**src/rtl/sram32x8_arb_pkg.sv**
```systemverilog
// Shared constants, FSM state type and requester-slice helpers for the dual-port SRAM arbiter.
package sram32x8_arb_pkg;

    localparam int unsigned ADDR_W  = 5;
    localparam int unsigned DATA_W  = 8;
    localparam int unsigned DEPTH   = 32;
    localparam int unsigned HALF    = 16;
    localparam int unsigned MAX_REQ = 8;

    typedef enum logic {ST_INIT, ST_RUN} state_e;

    typedef logic [MAX_REQ*ADDR_W-1:0] avec_t;
    typedef logic [MAX_REQ*DATA_W-1:0] dvec_t;

    function automatic logic [ADDR_W-1:0] get_a(input avec_t v, input int unsigned i);
        return v[i*ADDR_W +: ADDR_W];
    endfunction

    function automatic logic [DATA_W-1:0] get_d(input dvec_t v, input int unsigned i);
        return v[i*DATA_W +: DATA_W];
    endfunction

    function automatic dvec_t put_d(input dvec_t v, input int unsigned i,
                                    input logic [DATA_W-1:0] d);
        dvec_t r;
        r = v;
        r[i*DATA_W +: DATA_W] = d;
        return r;
    endfunction

endpackage

```
**src/rtl/sram32x8_arb_rr_pick.sv**
```systemverilog
// Cyclic priority picker: first set request bit at or after ptr, as one-hot and index.
module sram32x8_arb_rr_pick
    import sram32x8_arb_pkg::*;
#(
    parameter  int unsigned NREQ  = 4,
    localparam int unsigned IDX_W = $clog2(NREQ)
) (
    input  logic [NREQ-1:0]  req,
    input  logic [IDX_W-1:0] ptr,
    output logic [NREQ-1:0]  gnt,
    output logic [IDX_W-1:0] idx,
    output logic             found
);

    int unsigned j;

    always_comb begin
        gnt   = '0;
        idx   = '0;
        found = 1'b0;
        j     = 0;
        for (int unsigned k = 0; k < NREQ; k++) begin
            j = 32'(ptr) + k;
            if (j >= NREQ) j = j - NREQ;
            if (!found && req[j]) begin
                found  = 1'b1;
                gnt[j] = 1'b1;
                idx    = IDX_W'(j);
            end
        end
    end

endmodule

```
**src/rtl/sram32x8_dp_arbiter.sv**
```systemverilog
// Round-robin sharing of both wrapper SRAM ports among NREQ requesters, with post-reset clear.
// Optional same-address hazard guard: define SRAM32X8_ARB_COLLISION_GUARD_EN.
module sram32x8_dp_arbiter #(
    parameter int unsigned NREQ   = 4,
    parameter int unsigned ADDR_W = 5,
    parameter int unsigned DATA_W = 8
) (
    input  logic                   CLK,
    input  logic                   RSTN,
    input  logic [NREQ-1:0]        req_valid,
    output logic [NREQ-1:0]        req_ready,
    input  logic [NREQ-1:0]        req_we,
    input  logic [NREQ*ADDR_W-1:0] req_addr,
    input  logic [NREQ*DATA_W-1:0] req_wdata,
    input  logic [NREQ*DATA_W-1:0] req_wem,
    output logic [NREQ-1:0]        rsp_valid,
    output logic [NREQ*DATA_W-1:0] rsp_rdata,
    output logic                   init_done,
    output logic [ADDR_W-1:0]      A0,
    output logic [ADDR_W-1:0]      A1,
    output logic [DATA_W-1:0]      D0,
    output logic [DATA_W-1:0]      D1,
    output logic [DATA_W-1:0]      WEM0,
    output logic [DATA_W-1:0]      WEM1,
    output logic                   WE0,
    output logic                   WE1,
    output logic                   CE0,
    output logic                   CE1,
    input  logic [DATA_W-1:0]      Q0,
    input  logic [DATA_W-1:0]      Q1
);
    import sram32x8_arb_pkg::*;

    localparam int unsigned IDX_W = $clog2(NREQ);
    localparam int unsigned CNT_W = $clog2(HALF);

    state_e             state;
    logic [CNT_W-1:0]   init_cnt;
    logic [IDX_W-1:0]   rr_ptr;
    logic [NREQ-1:0]    rsp_port;

    logic [NREQ-1:0]    req0_vec, req1_vec, gnt0_oh, gnt1_oh, rsp_nxt;
    logic [IDX_W-1:0]   g0, g1, last_g;
    logic               f0, f1, use1, clash, we0, we1;
    logic [ADDR_W-1:0]  addr0, addr1;

    assign req0_vec = req_valid & {NREQ{state == ST_RUN}};
    assign req1_vec = req0_vec & ~gnt0_oh;

    sram32x8_arb_rr_pick #(.NREQ(NREQ)) u_pick0 (
        .req(req0_vec), .ptr(rr_ptr), .gnt(gnt0_oh), .idx(g0), .found(f0)
    );

    // Searching from rr_ptr with g0 masked yields the next valid requester after g0.
    sram32x8_arb_rr_pick #(.NREQ(NREQ)) u_pick1 (
        .req(req1_vec), .ptr(rr_ptr), .gnt(gnt1_oh), .idx(g1), .found(f1)
    );

    assign addr0 = get_a(avec_t'(req_addr), 32'(g0));
    assign addr1 = get_a(avec_t'(req_addr), 32'(g1));
    assign we0   = req_we[g0];
    assign we1   = req_we[g1];

`ifdef SRAM32X8_ARB_COLLISION_GUARD_EN
    assign clash = (addr0 == addr1) && (we0 || we1);
`else
    assign clash = 1'b0;
`endif

    assign use1    = f1 && !clash;
    assign last_g  = use1 ? g1 : g0;
    assign rsp_nxt = ((f0 && !we0) ? gnt0_oh : '0) | ((use1 && !we1) ? gnt1_oh : '0);

    // Wrapper strobes held off while reset is asserted; clear pattern in INIT, grants in RUN.
    always_comb begin
        req_ready = '0;
        A0 = '0;  D0 = '0;  WEM0 = '0;  WE0 = 1'b0;  CE0 = 1'b0;
        A1 = '0;  D1 = '0;  WEM1 = '0;  WE1 = 1'b0;  CE1 = 1'b0;
        if (RSTN) begin
            if (state == ST_INIT) begin
                CE0  = 1'b1;  WE0 = 1'b1;  WEM0 = '1;
                CE1  = 1'b1;  WE1 = 1'b1;  WEM1 = '1;
                A0   = ADDR_W'(init_cnt);
                A1   = ADDR_W'(init_cnt) + ADDR_W'(HALF);
            end else begin
                if (f0) begin
                    req_ready = gnt0_oh;
                    CE0  = 1'b1;
                    WE0  = we0;
                    A0   = addr0;
                    D0   = get_d(dvec_t'(req_wdata), 32'(g0));
                    WEM0 = get_d(dvec_t'(req_wem), 32'(g0));
                end
                if (use1) begin
                    req_ready = req_ready | gnt1_oh;
                    CE1  = 1'b1;
                    WE1  = we1;
                    A1   = addr1;
                    D1   = get_d(dvec_t'(req_wdata), 32'(g1));
                    WEM1 = get_d(dvec_t'(req_wem), 32'(g1));
                end
            end
        end
    end

    // Q arrives the cycle after the access, alongside the registered rsp_valid.
    dvec_t rd;
    always_comb begin
        rd = '0;
        for (int unsigned i = 0; i < NREQ; i++) begin
            if (rsp_valid[i]) rd = put_d(rd, i, rsp_port[i] ? Q1 : Q0);
        end
        rsp_rdata = rd[NREQ*DATA_W-1:0];
    end

    always_ff @(posedge CLK) begin
        if (!RSTN) begin
            state     <= ST_INIT;
            init_cnt  <= '0;
            rr_ptr    <= '0;
            init_done <= 1'b0;
            rsp_valid <= '0;
            rsp_port  <= '0;
        end else begin
            rsp_valid <= '0;
            case (state)
                ST_INIT: begin
                    init_cnt <= init_cnt + CNT_W'(1);
                    if (init_cnt == CNT_W'(HALF - 1)) begin
                        state     <= ST_RUN;
                        init_done <= 1'b1;
                    end
                end
                ST_RUN: begin
                    rsp_valid <= rsp_nxt;
                    rsp_port  <= use1 ? gnt1_oh : '0;
                    if (f0) begin
                        rr_ptr <= (last_g == IDX_W'(NREQ - 1)) ? '0 : last_g + IDX_W'(1);
                    end
                end
            endcase
        end
    end

endmodule

```
**config.mk**
```make
export PLATFORM = sky130hd
export DESIGN_NAME = sram32x8_dp_arbiter
export DESIGN_NICKNAME = d
export VERILOG_FILES = /design/src/rtl/sram32x8_arb_pkg.sv /design/src/rtl/sram32x8_arb_rr_pick.sv /design/src/rtl/sram32x8_dp_arbiter.sv
export SDC_FILE = /design/constraint.sdc
export NUM_CORES = 1
export LEC_CHECK = 0
export CAP_MARGIN = 40
export CORE_UTILIZATION = 43
export CTS_BUF_LIST = sky130_fd_sc_hd__clkbuf_4
export CTS_CLUSTER_SIZE = 16
export DETAILED_ROUTE_END_ITERATION = 8
export DONT_BUFFER_PORTS = 1
export HOLD_SLACK_MARGIN = 0.1
export RECOVER_POWER = 100
export SLEW_MARGIN = 20
export SYNTH_ARGS = -nofsm -noshare
export SYNTH_HDL_FRONTEND = slang
export SYNTH_HIERARCHICAL = 1
export SYNTH_SLANG_ARGS = --single-unit
export TNS_END_PERCENT = 1
```
**constraint.sdc**
```tcl
create_clock -name CLK -period 6.8 [get_ports CLK]
set_input_delay 1.02 -clock CLK [delete_from_list [all_inputs] [get_ports CLK]]
set_output_delay 1.02 -clock CLK [all_outputs]
set_load 0.1 [all_outputs]
```
==> flow_metrics.env, run 1 <==
export IMPL_status="complete, but fails checks"
export IMPL_failed_checks="capacitance limit, slew limit"
export IMPL_grt_pass1_wl_um=17100
export IMPL_use_met2_pct=44.0
export IMPL_path_max_fanout=16
export IMPL_min_to="init_done"
export IMPL_netlist_top_cells_count="nor2_1, nor2b_1, mux2i_1, nand2_1, mux4_2"
export IMPL_rr_startpoint="rr_ptr[0]"
export IMPL_synth_flop_cell="dfxtp_1"
export IMPL_power_density_nw_per_um2=57.3
export IMPL_numPortBuffers=0
export IMPL_netlist_top_cells_area="mux4_1, mux4_2, mux2i_1"
export IMPL_tightest_slew_ns=1.77
export IMPL_dp_hpwl_um=9270
export IMPL_drtIter0Drc=148
export IMPL_hold_buffers=0
export IMPL_ys_types=43
export IMPL_hold_viol_final=0
export IMPL_synthArstFlopShare_pct=0
export IMPL_die_h_um=95.5
export IMPL_fin_crit_ns=6.44
export IMPL_holdPathStages=1
export IMPL_grt_usage_pct=24.2
export IMPL_htree_levels=1
export IMPL_clk_pin_slew_ns=0.09
export IMPL_worstRegToRegCells=15
export IMPL_critPathKind="reg -> out"
export IMPL_clk_latency_ns=0.29
export IMPL_vias=3444
export IMPL_grt_met3_usage_pct=3.67
export IMPL_power_leakage_uw=0.00173
export IMPL_grt_max_degree=27
export IMPL_vdd_drop_max_mv=0.0376
export IMPL_rsz0062_at_grt="false"
export IMPL_cts_tree="done"
export IMPL_drt_total_wl_um=11500
export IMPL_nNetsFinal=579
export IMPL_cts_made_buffers=3
export IMPL_globalplace_congestion=0.879
export IMPL_grt_pass1_vias=3292
export IMPL_netlist_instances=384
export IMPL_start_util_pct=45.0
export IMPL_die_area_um2=9110
export IMPL_synthesis_nets=512
export IMPL_drc=0
export IMPL_startpoint_type="register"
export IMPL_skew_ns=0.00218
export IMPL_reg2reg_to="rr_ptr[0]"
export IMPL_cp_end_kind="primary output"
export IMPL_placed_cell_area_um2=5100
export IMPL_num_fill_cells=724
export IMPL_min_from="init_done"
export IMPL_regArea_um2=320
export IMPL_clockBufferDepth=2
export IMPL_synth_most_common_cell="nor2_1"
export IMPL_grt_util_met1_pct=30.5
export IMPL_slew_viol_final=44
export IMPL_grt_remaining_overflow=0
export IMPL_required_ns=5.78
export IMPL_viasPerCell=6.21
export IMPL_yosysWarnings=6
export IMPL_antennaDiodeCount=0
export IMPL_cts_root_buffer="clkbuf_4"
export IMPL_syn_area_um2=3760
export IMPL_synth_top_area_share_pct=16.8
export IMPL_dr_pass1_iters=4
export IMPL_ys_ff_latch=16
export IMPL_finalSetupViolCount=0
export IMPL_fin_util_pct=56.8
export IMPL_avgSynthCellArea_um2=9.78
export IMPL_top_usage_layer="met2"
export IMPL_drive_above_1_share_pct=33.8
export IMPL_synth_edff_count=0
export IMPL_setup_tns_final_ns=0
export IMPL_syn2layout_area_growth_pct=26.1
export IMPL_power_total_uw=271
export IMPL_multi_input_area_um2=3240
export IMPL_holdCritPathClass="reg -> reg"
export IMPL_antenna_left=0
export IMPL_maxSlewHeadroom_pct=-19.5
export IMPL_arrival_ns=5.42
export IMPL_die_x_um=95.5
export IMPL_pin_count=197
export IMPL_postLayoutCellArea_um2=4740
export IMPL_cts_repair_resized=0
export IMPL_r2r_slack_ns=1.52
export IMPL_antenna_found_initial=0
export IMPL_min_period_over_period_pct=94.7
export IMPL_cts_sinks=16
export IMPL_core_area_um2=8340
export IMPL_max_cap_violations=3
export IMPL_ys_seq_area_share_pct=8.53
export IMPL_cts_setup_buffers=0
export IMPL_rows=33
export IMPL_synth_top_area_cell="mux4_1"
export IMPL_avgRoutedWirePerCell_um=20.7
export IMPL_max_freq_mhz=155
-- logic make-up (layout without fill, tap and decap cells) --
family,count (synthesis),after routing,share of synthesized area [%]
simple gates,160,160,22.9
mux,93,93,44.7
compound gates,53,53,10.4
buf+inv,41,107,6.76
fa+ha+maj,18,18,6.00
flops,16,16,8.53
xor+xnor,3,3,0.700
-- cell type report --
type / instances / area share, %
Inverter: 10 / 0.792
Sequential cell: 16 / 6.76
Timing Repair Buffer: 93 / 20.7
Clock buffer: 3 / 0.475
Clock inverter: 1 / 0.0792
Tap cell: 105 / 2.77
Multi-Input combinational cell: 327 / 68.5
-- metrics by stage --
step           std cells  hold slack, ns  worst slack, ns
2_1_floorplan        384           0.492            0.294
3_3_place_gp         504           0.538            0.328
3_5_place_dp         551           0.529            0.508
4_1_cts              555           0.552            0.457
5_1_grt              555           0.535           0.0491
6_report             555           0.494            0.360
-- where the power goes --
group | total (µW) | internal, µW | switching, µW
registers | 97.2 | 95.2 | 1.98
logic | 122 | 38.8 | 82.8
clock network | 52.4 | 21.4 | 31.0
total | 271 | 155 | 116
-- flip-flops by register name, indices dropped and copies added, names as in the netlist --
name,count
state,1
rsp_port,4
init_done,1
rr_ptr,2
init_cnt,4
rsp_valid,4
-- cells in the final DEF (no fill, tap or decap), types with 3 or more instances in the layout --
master	n
dfxtp_1	16
mux2_2	5
mux2i_1	36
nor2_1	25
xnor2_1	3
clkbuf_2	22
nor2b_1	40
clkbuf_4	9
a22o_2	4
and2_0	6
buf_12	6
mux4_1	24
nand2b_1	4
and2_1	18
a21boi_0	7
ha_1	18
buf_4	13
buf_8	35
a22oi_1	16
inv_1	9
buf_6	5
o21ai_0	11
clkbuf_1	5
mux4_2	28
a22o_1	4
nand3_1	6
nor2_2	19
nand2_1	29
-- critical path, cell delays in order (launching register included) --
cell	delay, ns
dfxtp_1	0.59
inv_1	0.17
ha_1	0.39
mux4_2	0.45
and2b_1	0.33
a22oi_1	0.09
o21ai_0	0.39
nor2b_1	0.18
mux4_2	0.65
nor4b_4	0.46
nor2_1	0.11
a32o_1	0.36
buf_6	0.22
mux4_1	0.30
nor2_1	0.18
nor2_2	0.06
buf_6	0.18
-- worst max path at each step --
| stage | startpoint | to | slack (ns) | cells past startpoint |
|---|---|---|---|---|
| after detailed placement | req_valid[3] | A1[4] | 0.51 | 15 |
| final | rr_ptr[0] | A1[4] | 0.36 | 16 |
| after floorplan | req_valid[2] | WEM1[2] | 0.29 | 16 |
| after CTS | rr_ptr[0] | A1[4] | 0.46 | 16 |
| after global placement | req_valid[3] | A1[4] | 0.33 | 13 |
| after global routing | rr_ptr[0] | WEM1[5] | 0.05 | 16 |
-- per-layer routing --
layer,wire length [µm],share of wire [%],vias to the layer above
li1,-,-,1587
met1,4280,37,1695
met2,6210,54,148
met3,832,7.3,14
met4,146,1.3,0
met5,0,0,-
(Power assumes the default switching activity.)
==> run 2: changes to the inputs <==
- GPL_ROUTABILITY_DRIVEN: default -> 0
==> results of run 2 <==
Final layout, timing and power as in run 1 (identical DEF).
